<file path="src/rtl/ps2_rx.sv">
// PS/2 device-to-host receiver.
// The asynchronous ps2_clk/ps2_data lines are synchronized first. ps2_clk is then
// glitch-filtered, and each falling edge of the filtered clock makes a one-cycle
// strobe. On each strobe the receiver samples ps2_data and steps through one
// 11-bit frame: start, 8 data bits LSB first, odd parity, stop.
module ps2_rx #(
  parameter int FILTER_LEN  = 8,
  parameter int TIMEOUT_CYC = 20000
) (
  input  logic       clk,
  input  logic       rst,
  input  logic       en,
  input  logic       ps2_data,
  input  logic       ps2_clk,
  input  logic       rd,
  output logic [7:0] data,
  output logic       rda,
  output logic       parity_err,
  output logic       frame_err,
  output logic       overrun
);

  localparam int FW = $clog2(FILTER_LEN + 1);
  localparam int TW = $clog2(TIMEOUT_CYC + 1);

  typedef enum logic [1:0] {
    S_IDLE   = 2'd0,
    S_DATA   = 2'd1,
    S_PARITY = 2'd2,
    S_STOP   = 2'd3
  } state_t;

  // True when the 8 data bits plus the parity bit hold an odd number of ones.
  function automatic logic odd_parity_ok(input logic [7:0] d, input logic p);
    return ^{d, p};
  endfunction

  logic          r_clk_s1;
  logic          r_clk_s2;
  logic          r_dat_s1;
  logic          r_dat_s2;
  logic          r_filt;
  logic          r_filt_d;
  logic [FW-1:0] r_filt_cnt;
  state_t        r_state;
  logic [2:0]    r_bit_cnt;
  logic [7:0]    r_shift;
  logic          r_par;
  logic [TW-1:0] r_to_cnt;
  logic [7:0]    r_data;
  logic          r_rda;
  logic          r_perr;
  logic          r_ferr;
  logic          r_ovr;
  logic          w_strobe;

  // Two-flop synchronizers for both PS/2 lines; they reset to the idle-high bus level.
  always_ff @(posedge clk or negedge rst) begin
    if (!rst) begin
      r_clk_s1 <= 1'b1;
      r_clk_s2 <= 1'b1;
      r_dat_s1 <= 1'b1;
      r_dat_s2 <= 1'b1;
    end else begin
      r_clk_s1 <= ps2_clk;
      r_clk_s2 <= r_clk_s1;
      r_dat_s1 <= ps2_data;
      r_dat_s2 <= r_dat_s1;
    end
  end

  // Glitch filter: the filtered clock follows the synchronized clock only after
  // FILTER_LEN consecutive samples that differ from the current filtered level.
  always_ff @(posedge clk or negedge rst) begin
    if (!rst) begin
      r_filt     <= 1'b1;
      r_filt_d   <= 1'b1;
      r_filt_cnt <= '0;
    end else begin
      r_filt_d <= r_filt;
      if (r_clk_s2 != r_filt) begin
        if (r_filt_cnt == FW'(FILTER_LEN - 1)) begin
          r_filt     <= r_clk_s2;
          r_filt_cnt <= '0;
        end else begin
          r_filt_cnt <= r_filt_cnt + {{(FW-1){1'b0}}, 1'b1};
        end
      end else begin
        r_filt_cnt <= '0;
      end
    end
  end

  assign w_strobe = r_filt_d & ~r_filt;

  // Frame FSM, inter-edge timeout, and the registered consumer-side outputs.
  always_ff @(posedge clk or negedge rst) begin
    if (!rst) begin
      r_state   <= S_IDLE;
      r_bit_cnt <= 3'd0;
      r_shift   <= 8'h00;
      r_par     <= 1'b0;
      r_to_cnt  <= '0;
      r_data    <= 8'h00;
      r_rda     <= 1'b0;
      r_perr    <= 1'b0;
      r_ferr    <= 1'b0;
      r_ovr     <= 1'b0;
    end else begin
      // A read clears the available flag; a delivery further down overrides this.
      if (rd && r_rda) begin
        r_rda <= 1'b0;
        r_ovr <= 1'b0;
      end else begin
        r_rda <= r_rda;
        r_ovr <= r_ovr;
      end

      if (!en) begin
        r_state   <= S_IDLE;
        r_bit_cnt <= 3'd0;
        r_to_cnt  <= '0;
      end else if (w_strobe) begin
        r_to_cnt <= '0;
        case (r_state)
          S_IDLE: begin
            if (!r_dat_s2) begin
              r_state   <= S_DATA;
              r_bit_cnt <= 3'd0;
            end else begin
              r_state <= S_IDLE;
            end
          end
          S_DATA: begin
            r_shift   <= {r_dat_s2, r_shift[7:1]};
            r_bit_cnt <= r_bit_cnt + 3'd1;
            if (r_bit_cnt == 3'd7) begin
              r_state <= S_PARITY;
            end else begin
              r_state <= S_DATA;
            end
          end
          S_PARITY: begin
            r_par   <= r_dat_s2;
            r_state <= S_STOP;
          end
          S_STOP: begin
            r_state <= S_IDLE;
            r_data  <= r_shift;
            r_rda   <= 1'b1;
            r_perr  <= ~odd_parity_ok(r_shift, r_par);
            r_ferr  <= ~r_dat_s2;
            r_ovr   <= rd ? 1'b0 : (r_rda | r_ovr);
          end
          default: begin
            r_state <= S_IDLE;
          end
        endcase
      end else if (r_state != S_IDLE) begin
        if (r_to_cnt == TW'(TIMEOUT_CYC)) begin
          r_state  <= S_IDLE;
          r_to_cnt <= '0;
        end else begin
          r_to_cnt <= r_to_cnt + {{(TW-1){1'b0}}, 1'b1};
        end
      end else begin
        r_to_cnt <= '0;
      end
    end
  end

  assign data       = r_data;
  assign rda        = r_rda;
  assign parity_err = r_perr;
  assign frame_err  = r_ferr;
  assign overrun    = r_ovr;

endmodule

</file>
<file path="config.mk">
export PLATFORM = sky130hd
export DESIGN_NAME = ps2_rx
export DESIGN_NICKNAME = d
export VERILOG_FILES = /design/src/rtl/ps2_rx.sv
export SDC_FILE = /design/constraint.sdc
export NUM_CORES = 1
export LEC_CHECK = 0
export BUFFER_PORTS_ARGS = -buffer_cell sky130_fd_sc_hd__buf_2
export CORE_MARGIN = 5
export CORE_UTILIZATION = 25
export DETAILED_ROUTE_END_ITERATION = 8
export GPL_ROUTABILITY_DRIVEN = 0
export GPL_TIMING_DRIVEN = 0
export PLACE_DENSITY = 0.41
export SYNTH_ARGS = -nofsm -noshare
export SYNTH_HDL_FRONTEND = slang
export SYNTH_SLANG_ARGS = --single-unit
</file>
<file path="constraint.sdc">
create_clock -name clk -period 1.9 [get_ports clk]
set_clock_uncertainty 0.05 [all_clocks]
set_input_delay 0.095 -clock clk [delete_from_list [all_inputs] [get_ports clk]]
set_output_delay 0.095 -clock clk [all_outputs]
set_load 0.02 [all_outputs]
</file>
==> impl.org <==
** Critical path
- Critical setup path kind :: flop to flop
- The worst setup path is launched from a flop.
- The slowest stage of the critical path belongs to the cell sky130_fd_sc_hd__dfstp_2.
- Worst endpoint required time :: 2.04 ns
- Peak fanout along the critical path :: 10
- Data arrives at the worst endpoint at 1.95 ns.
- The number of buffers and inverters on the critical path is 1.
- Grouping stages by cell kind, the critical path spends the most delay in flip-flops.
- The worst setup path is captured at a flop.
- Traced cell by cell, the critical path runs through and3b_1 -> nand3_1 -> clkbuf_4 -> mux2_2.
- The largest single stage delay on the critical path is 0.58 ns.

** Global routing
- Aggregate global-route resource usage :: 8.12%
- Maximum number of pins on one net before global-route repair :: 52
- Number of global-route vias before repair :: 1461
- Overflow left after global routing :: 0
- Number of antenna violations at the first check in global routing :: 0
- The first global-routing pass estimated 7180 um of wire.

** Synthesis
- Share of Yosys cell area claimed by the top area cell type :: 49.0%
- When the netlist entered floorplanning its net count stood at 199.
- Cell type with the highest aggregate area in the netlist :: sky130_fd_sc_hd__dfrtp_1
- Dividing the synthesized area by the synthesized cell count gives 12.2 um2.
- Sequential cells were found to cover 55.8% of the synthesized design area.
- For this run, asynchronously set or reset flops after synthesis account for 100%.
- Cell variety after synth :: 41
- Number of flops mapped to enable cells by yosys :: 0
- Ys Warns :: 0
- Synth area leaders :: sky130_fd_sc_hd__dfrtp_1, sky130_fd_sc_hd__mux2_2, sky130_fd_sc_hd__dfstp_2
- By count the netlist is led by sky130_fd_sc_hd__dfrtp_1, sky130_fd_sc_hd__mux2_2, sky130_fd_sc_hd__nor2_1, sky130_fd_sc_hd__xnor2_1, sky130_fd_sc_hd__nand3_1.
- sky130_fd_sc_hd__dfrtp_1 is the most common cell in the netlist.
- Top FF cell, synth :: sky130_fd_sc_hd__dfrtp_1
- After synthesis the cells add up to 2300 um2.
- Total of flip-flops plus latches after synthesis :: 51
- The cell count after synthesis came out at 188.

** Floorplan
- Die Wd :: 106 um
- From bottom edge to top edge, the die measures 106 um.
- The die covers 11200 um2.
- Once the floorplan was initialized, standard cells occupied 25.2% of the core.
- Row count :: 35
- Area of the core :: 9110 um2
- During I/O placement, the number of pins put on the boundary was 18.

** Drt
- Wires add up to 4130 um.
- In this run the remaining antenna-violating nets after routing total 0.
- Post-route DRC violation count :: 0
- The first TritonRoute pass finished after 4 iterations.
- Via density :: 4.44
- After detailed routing, the average wire length per cell comes to 12.6 um.
- Vias after detailed routing :: 1453
- The first routing iteration left 83 violations.

** Place
- Half-perimeter wire length after placement :: 2820 um
- OpenSTA, run right after detailed placement, puts the worst setup slack at 0.0586 ns.
- IO Port Bufs :: 17

** Timing
- Setup slack closes at 0.0849 ns.
- The worst pin sits at a relative slew slack of 22.2%.
- Shortest clock period the worst path allows after layout :: 1.82 ns
- Setup violations remaining at the end of the flow were counted as 0.
- After layout, the worst path uses 95.5% of the clock period.
- The number of failing hold endpoints at the final stage came to 31.
- Final hold slack :: -0.0218 ns
- For the pin with the worst max-slew slack, the measured transition is 1.17 ns.
- In the final timing run, aggregate negative setup slack is 0 ns.
- Setup repair after global routing left no endpoint under its margin.
- Based on the critical path, the design can be clocked at up to 551 MHz.
- The number of slew-limit violations in the final report came to 0.

** Outcome
- Failing checks :: hold timing
- The flow ran to the end, but the final reports show violations.

** Cells and area
- Syn-to-layout area delta :: 15.9%
- Layout cell share with drive strength beyond 1 :: 28.2%
- In the final layout, the multi-input gates occupy 962 um2.
- Sequential cell area :: 1280 um2
- Antenna fix cells :: 0
- Filler cell count :: 934
- Final Net Count :: 226

** Clocking
- Root buf cell :: sky130_fd_sc_hd__clkbuf_8
- H-tree depth reported by CTS :: 2
- The clock drives 51 sinks.
- Buffers inserted during clock tree synthesis total 5.
- Maximum number of buffers from clock root to sink :: 2
- Clock latency on the worst-skew pair :: 0.30 ns
- CTS tree :: built
- After clock tree synthesis, the clock-pin slew on the worst setup and hold paths is 0.09 ns.
- Post-CTS Setup Repair Bufs :: 0

** Job
- Number of max-cap violations :: 0

** Power and ir drop
- The worst-case IR drop observed on VDD is 0.250 mV.
- Leakage component of the power :: 1.21 nW
- Power per unit of standard cell area :: 786 nW/um2

** Hold path
- The path class of the tightest hold or removal check is input port to asynchronous set/reset pin.
[layout make-up]
type	count	area share, %
Buffer	5	1.46
Clock buffer	8	3.76
Inverter	7	0.986
Multi-Input combinational cell	125	36.1
Sequential cell	51	48.2
Tap cell	111	5.21
Timing Repair Buffer	20	4.32
[cell usage in the layout, fill, tap and decap left out, types with 2 or more instances in the layout]
master / n
sky130_fd_sc_hd__dlygate4sd3_1: 3
sky130_fd_sc_hd__nor4_1: 3
sky130_fd_sc_hd__nor3_1: 3
sky130_fd_sc_hd__dfstp_2: 6
sky130_fd_sc_hd__xnor2_1: 12
sky130_fd_sc_hd__clkbuf_4: 2
sky130_fd_sc_hd__o211ai_1: 2
sky130_fd_sc_hd__a22o_1: 2
sky130_fd_sc_hd__inv_1: 7
sky130_fd_sc_hd__nand4_1: 2
sky130_fd_sc_hd__nand3_1: 11
sky130_fd_sc_hd__o31ai_1: 2
sky130_fd_sc_hd__nor2_1: 16
sky130_fd_sc_hd__buf_2: 18
sky130_fd_sc_hd__nand2_1: 9
sky130_fd_sc_hd__dfrtp_1: 45
sky130_fd_sc_hd__nand3b_1: 2
sky130_fd_sc_hd__xor2_1: 4
sky130_fd_sc_hd__mux2_2: 19
sky130_fd_sc_hd__nand2b_1: 2
sky130_fd_sc_hd__or3_1: 2
sky130_fd_sc_hd__o21ai_0: 7
sky130_fd_sc_hd__a21oi_1: 5
sky130_fd_sc_hd__clkbuf_8: 7
sky130_fd_sc_hd__ha_1: 5
[layer usage]
metal	GRT usage, %	part of all wire (%)	vias up
met4	3.05	0.75	0
met5	0	0	-
met2	12.2	45	19
met1	11.0	51	712
li1	-	-	720
met3	2.55	3.3	2
[stage by stage]
step	hold slack [ns]	total power, mW	cells	util, %	cell area [um2]
2_1_floorplan	-0.251	1.36	188	-	2300
3_3_place_gp	0.152	1.43	316	27.7	2520
3_5_place_dp	0.158	1.43	316	27.7	2520
4_1_cts	0.0235	2.14	327	29.1	2650
5_1_grt	0.0792	2.23	327	29.3	2670
6_report	-0.0218	2.09	327	29.3	2670
[worst reg2reg max path, stage by stage (launching register included)]
cell and delay [ns]:
sky130_fd_sc_hd__dfstp_2 0.58, sky130_fd_sc_hd__and3b_1 0.20, sky130_fd_sc_hd__nand3_1 0.24, sky130_fd_sc_hd__clkbuf_4 0.28, sky130_fd_sc_hd__mux2_2 0.34
[final timing paths]
kind / from / end / slack [ns] / cells past startpoint
min: rst / data[4] / -0.02 / 1
min in group clk: en / r_to_cnt[14] / 0.24 / 4
max: r_filt / data[3] / 0.08 / 4
min reg2reg: r_dat_s1 / r_dat_s2 / 0.31 / 0
max reg2reg: r_filt / data[3] / 0.08 / 4
max in group asynchronous: rst / r_to_cnt[14] / 1.11 / 1
[flip-flops by register name (all words and copies together) (netlist names)]
signal / cells
r_par: 1
r_dat_s1: 1
r_clk_s2: 1
data: 8
r_bit_cnt: 3
r_dat_s2: 1
rda: 1
r_to_cnt: 15
r_filt_d: 1
r_filt_cnt: 4
parity_err: 1
r_filt: 1
r_state: 2
frame_err: 1
r_shift: 8
r_clk_s1: 1
overrun: 1
[where the power goes]
part           internal [mW]  leakage (nW)  total (mW)  switching (mW)
sequential              1.16         0.689        1.21          0.0563
clock                  0.333        0.0515       0.684           0.351
combinational         0.0949         0.465       0.197           0.102
[kinds of logic (layout without fill, tap and decap cells)]
family	Yosys count	count (layout)	share of synthesized area [%]
buf+inv	12	40	2.61
compound gates	23	23	7.34
flops	51	51	55.8
fa+ha+maj	5	5	2.72
simple gates	61	61	15.1
xor+xnor	17	17	7.07
mux	19	19	9.30
[what timing repair did]
action | 4_1_cts | 5_1_grt
hold endpoints to repair | 4 | 0
gates resized for setup | 0 | 3
hold buffers | 3 | 0
endpoints found under the setup margin | 0 | 17
(Power assumes the default switching activity.)
